### src/rtl/adc_axil_regfile_write.sv
// AXI4-Lite write-only register file for ADC capture control.
// Independent AW/W holding buffers, byte-lane merge, SLVERR on out-of-range writes, self-clearing bits.
//
// state | meaning
// IDLE  | collecting AW and W into their holding buffers
// WRITE | one cycle: decode, merge byte lanes, latch response
// RESP  | BVALID held until BREADY
module adc_axil_regfile_write #(
  parameter int                     NUM_REGS    = 8,
  parameter int                     ADDR_WIDTH  = 8,
  parameter logic [NUM_REGS*32-1:0] RESET_VALUE = '0,
  parameter logic [NUM_REGS*32-1:0] PULSE_MASK  = '0
) (
  input  logic                     ACLK,
  input  logic                     ARESETN,
  input  logic [ADDR_WIDTH-1:0]    AWADDR,
  input  logic                     AWVALID,
  output logic                     AWREADY,
  input  logic [31:0]              WDATA,
  input  logic [3:0]               WSTRB,
  input  logic                     WVALID,
  output logic                     WREADY,
  output logic [1:0]               BRESP,
  output logic                     BVALID,
  input  logic                     BREADY,
  output logic [NUM_REGS*32-1:0]   regs_out,
  output logic [NUM_REGS-1:0]      wr_strobe
);

  localparam logic [1:0] IDLE  = 2'd0;
  localparam logic [1:0] WRITE = 2'd1;
  localparam logic [1:0] RESP  = 2'd2;

  localparam logic [1:0] RESP_OKAY   = 2'b00;
  localparam logic [1:0] RESP_SLVERR = 2'b10;

  logic [1:0]              state_q, state_d;
  logic                    aw_full_q, aw_full_d;
  logic [ADDR_WIDTH-3:0]   aw_addr_q, aw_addr_d;
  logic                    w_full_q, w_full_d;
  logic [31:0]             w_data_q, w_data_d;
  logic [3:0]              w_strb_q, w_strb_d;
  logic [1:0]              bresp_q, bresp_d;
  logic [NUM_REGS*32-1:0]  regs_q, regs_d;
  logic [NUM_REGS-1:0]     wr_strobe_q, wr_strobe_d;

  logic aw_hs, w_hs, idx_ok;

  // Byte-offset bits of the address carry no information for word registers.
  logic unused_addr_lsb;
  assign unused_addr_lsb = ^AWADDR[1:0];

  // Ready is forced low during reset so nothing is accepted while ARESETN is asserted.
  assign AWREADY = ARESETN && (state_q == IDLE) && !aw_full_q;
  assign WREADY  = ARESETN && (state_q == IDLE) && !w_full_q;
  assign aw_hs   = AWVALID && AWREADY;
  assign w_hs    = WVALID && WREADY;
  assign idx_ok  = int'(aw_addr_q) < NUM_REGS;

  always_comb begin
    state_d     = state_q;
    aw_full_d   = aw_full_q;
    aw_addr_d   = aw_addr_q;
    w_full_d    = w_full_q;
    w_data_d    = w_data_q;
    w_strb_d    = w_strb_q;
    bresp_d     = bresp_q;
    // Self-clearing bits drop back to zero on every cycle they are not being written.
    regs_d      = regs_q & ~PULSE_MASK;
    wr_strobe_d = '0;
    case (state_q)
      IDLE: begin
        if (aw_hs) begin
          aw_full_d = 1'b1;
          aw_addr_d = AWADDR[ADDR_WIDTH-1:2];
        end
        if (w_hs) begin
          w_full_d = 1'b1;
          w_data_d = WDATA;
          w_strb_d = WSTRB;
        end
        if ((aw_full_q || aw_hs) && (w_full_q || w_hs)) state_d = WRITE;
      end
      WRITE: begin
        if (idx_ok) begin
          bresp_d = RESP_OKAY;
          for (int i = 0; i < NUM_REGS; i++) begin
            if (int'(aw_addr_q) == i) begin
              wr_strobe_d[i] = 1'b1;
              for (int b = 0; b < 4; b++) begin
                if (w_strb_q[b]) regs_d[32*i+8*b +: 8] = w_data_q[8*b +: 8];
              end
            end
          end
        end else begin
          bresp_d = RESP_SLVERR;
        end
        state_d = RESP;
      end
      RESP: begin
        if (BREADY) begin
          aw_full_d = 1'b0;
          w_full_d  = 1'b0;
          state_d   = IDLE;
        end
      end
      default: state_d = IDLE;
    endcase
  end

  always_ff @(posedge ACLK or negedge ARESETN) begin
    if (!ARESETN) begin
      state_q     <= IDLE;
      aw_full_q   <= 1'b0;
      aw_addr_q   <= '0;
      w_full_q    <= 1'b0;
      w_data_q    <= '0;
      w_strb_q    <= '0;
      bresp_q     <= RESP_OKAY;
      regs_q      <= RESET_VALUE;
      wr_strobe_q <= '0;
    end else begin
      state_q     <= state_d;
      aw_full_q   <= aw_full_d;
      aw_addr_q   <= aw_addr_d;
      w_full_q    <= w_full_d;
      w_data_q    <= w_data_d;
      w_strb_q    <= w_strb_d;
      bresp_q     <= bresp_d;
      regs_q      <= regs_d;
      wr_strobe_q <= wr_strobe_d;
    end
  end

  assign BVALID    = (state_q == RESP);
  assign BRESP     = bresp_q;
  assign regs_out  = regs_q;
  assign wr_strobe = wr_strobe_q;

endmodule

### config.mk
export PLATFORM = sky130hd
export DESIGN_NAME = adc_axil_regfile_write
export DESIGN_NICKNAME = d
export VERILOG_FILES = /design/src/rtl/adc_axil_regfile_write.sv
export SDC_FILE = /design/constraint.sdc
export NUM_CORES = 1
export LEC_CHECK = 0
export BUFFER_PORTS_ARGS = -buffer_cell sky130_fd_sc_hd__buf_2
export CELL_PAD_IN_SITES_DETAIL_PLACEMENT = 0
export CELL_PAD_IN_SITES_GLOBAL_PLACEMENT = 1
export CORE_UTILIZATION = 47
export DETAILED_ROUTE_END_ITERATION = 12
export GPL_ROUTABILITY_DRIVEN = 0
export PLACE_DENSITY_LB_ADDON = 0.1
export SYNTH_ARGS = -nofsm -noshare
export SYNTH_HDL_FRONTEND = slang
export SYNTH_SLANG_ARGS = --single-unit
export TNS_END_PERCENT = 30
### constraint.sdc
create_clock -name ACLK -period 4.4 [get_ports ACLK]
set_clock_uncertainty 0.15 [all_clocks]
set_input_delay 0.66 -clock ACLK [delete_from_list [all_inputs] [get_ports ACLK]]
set_output_delay 0.66 -clock ACLK [all_outputs]
set_load 0.01 [all_outputs]
==> impl_metrics.toml <==
[status]
outcome = "finished, final reports clean"

[setup_path]
startpoint = "ARESETN"
crit_path_max_incr_delay_ns = 0.57
worst_setup_path_end_kind = "output pin"
critPathBufInv = 3
crit_fanout = 52
crit_family = "buffers and inverters"
rr_worst_depth = 3
reg2reg_to = "regs_out[111]"
crit_path_start_kind = "input pin"
critPathRequiredTime_ns = 3.59
crit_chain = "dlygate4sd3_1 > buf_8 > nor4b_1 > buf_2"
crit_end = "WREADY"
cp.arrival_ns = 2.28
cp.depth = 4
reg2reg_slack_ns = 1.40
crit_type = "in2out"
slowest_stage = "dlygate4sd3_1"
timing.rr.start = "state_q[1]"

[drt]
drt_iter0_drc = 370
routed_wl_um = 28400
vias = 7144
viasPerCell = 5.12
ant_nets = 0
firstDrtPassIters = 4
wl_per_cell_um = 20.4
drc = 0

[sta]
rsz0062_at_grt = "false"
relSlewSlack_pct = 21.7
finalCritPeriodShare_pct = 70.2
fin_crit_ns = 3.09
tightestPinTransition_ns = 1.17
fmax_mhz = 324
hold_viol = 0
finalSetupTns_ns = 0
maxSlewViolCount = 0
setup_violations = 0

[clock_tree]
cts_tree = "yes"
clock_latency_ns = 0.51
root_buffer = "clkbuf_16"
clk_pin_slew_worst_paths_ns = 0.05
clock_sinks = 311
cts_made_buffers = 35
cts_htree_levels = 2
cts.path.max_buffers = 3

[yosys]
synth_area_um2 = 12000
postSynthCellCount = 700
yosysSeqAreaShare_pct = 65.0
synth-simple-area-share_pct = 5.59
synth-xor-area-share_pct = 0
avgSynthCellArea_um2 = 17.1
yosys.area_share.adder_pct = 0
synth_compound_area_share_pct = 0.356
synth_top_family_by_area = "multiplexers"
synth.mux.area_fraction_pct = 28.0
yosysWarnings = 0
synth_fp_nets = 749
synth_seq_cells = 311
ys_types = 30

[power]
finalPower_w = 0.00774
p_leak_nw = 8.53
peakVddDrop_mv = 0.325
p_per_area_nw_per_um2 = 510

[worst_hold_path]
hold_path_class = "in2reg"
hold-path-cell-count = 2

[cells_and_area]
final_layout_size_suffix_gt1_share_pct = 66.4
finish.net_count = 1088
final_common_cell = "buf_2"
area_growth_pct = 26.8
fillers = 2014
layout_common_cells = "buf_2 (313), dfrtp_1 (311), mux2_2 (291)"

[global_route]
grt_pass1_vias = 7268
gr-total-overflow = 0
grt_max_degree = 140
antenna_found_initial = 4
track_usage_pct = 21.8
grt_first_pass_wirelength_um = 43500

[die]
rows = 58
io_pins = 318
initial_core_util_pct = 47.7
die_w_um = 162
die_h_um = 162
core_area_um2 = 25100
die_area_um2 = 26100

[placed_design]
io_buffer_count = 314
hpwl_um = 19200

[job]
maxCapViolCount = 0
==> power by group <==
group / internal, W / switching, W
Sequential: 0.00320 / 0.000586
Combinational: 0.000501 / 0.000473
Clock: 0.00186 / 0.00113
==> area by class of cell <==
class                   count  area, µm²  area share [%]
well taps                 330        413            2.72
clock inverters             9        123           0.808
diodes                      3       7.51          0.0495
clock buffers              52       1070            7.07
inverters                   3       11.3          0.0742
multi-input cells         369       4130            27.2
repair buffers            319       1630            10.8
flip-flops and latches    311       7780            51.3
==> sequential cells by signal (all words and copies together) (netlist names) <==
signal and count:
BRESP 1, aw_addr_q 6, aw_full_q 1, regs_out 256
state_q 2, w_data_q 32, w_full_q 1, w_strb_q 4
wr_strobe 8
==> cells by family (layout without fill, tap and decap cells) <==
logic type / Yosys count / after routing
AO/OA/AOI/OAI: 8 / 8
buffers and inverters: 20 / 383
flip-flops: 311 / 311
multiplexers: 298 / 298
other: 1 / 4
AND/OR/NAND/NOR: 62 / 62
==> cells in the mapped netlist <==
library cell	number	area share, %
a21oi_1	1	0.042
a31oi_1	1	0.052
and2_1	6	0.31
buf_1	3	0.094
buf_2	5	0.21
buf_4	2	0.13
buf_6	3	0.28
clkbuf_1	4	0.13
conb_1	1	0.031
dfrtp_1	311	65
inv_1	3	0.094
mux2_1	7	0.66
mux2_2	291	27
nand2_1	4	0.13
nand2b_1	2	0.10
nand3_2	24	2.0
nand4b_1	1	0.073
nor2_1	2	0.063
nor3_1	1	0.042
nor3b_4	8	1.3
nor4_1	1	0.052
nor4_2	1	0.10
nor4b_1	3	0.22
nor4b_2	1	0.13
nor4b_4	4	0.79
nor4bb_1	2	0.17
o21ai_0	5	0.21
o22ai_1	1	0.052
or4_1	1	0.063
or4b_1	1	0.084
==> what timing repair did <==
item                       in CTS  in global routing
setup endpoints to repair       0                  0
setup buffers                   0                  0
hold buffers                    1                  0
resized for setup               0                  0
hold endpoints to repair       46                  0
==> per-layer routing <==
metal | wire [µm] | global-route usage, % | vias to the layer above | part of all wire (%)
met5 | 13 | 0 | - | 0.046
met2 | 13700 | 35.5 | 222 | 48
li1 | - | - | 3214 | -
met3 | 2040 | 6.29 | 42 | 7.2
met1 | 12100 | 28.7 | 3664 | 43
met4 | 503 | 5.83 | 2 | 1.8
==> worst reg2reg max path: cells and delay by family, from the launching register on <==
kind | cells | cell delay (ns)
AND/OR/NAND/NOR | 2 | 1.80
flip-flops | 1 | 0.53
multiplexers | 1 | 0.41
==> worst min-delay path by stage <==
stage | start | endpoint | slack [ns]
CTS | BREADY | state_q[1] | 0.20
finish | BREADY | state_q[1] | 0.23
floorplan | ARESETN | BRESP[1] | 0.21
global route | BREADY | state_q[1] | 0.20
detailed placement | regs_out[225] | regs_out[225] | 0.32
global placement | regs_out[225] | regs_out[225] | 0.31
==> stage by stage <==
stage          setup WS, ns  utilization (%)  instances  instance area (µm²)  hold WS (ns)
3_3_place_gp           1.40             55.6       1331                14000         0.313
2_1_floorplan          2.07                -        700                12000         0.214
5_1_grt                1.06             60.4       1395                15200         0.204
6_report               1.31             60.4       1396                15200         0.225
3_5_place_dp           1.37             55.6       1331                14000         0.320
4_1_cts                1.28             60.4       1393                15200         0.202
Note: power is estimated with default switching activity, not from simulation.
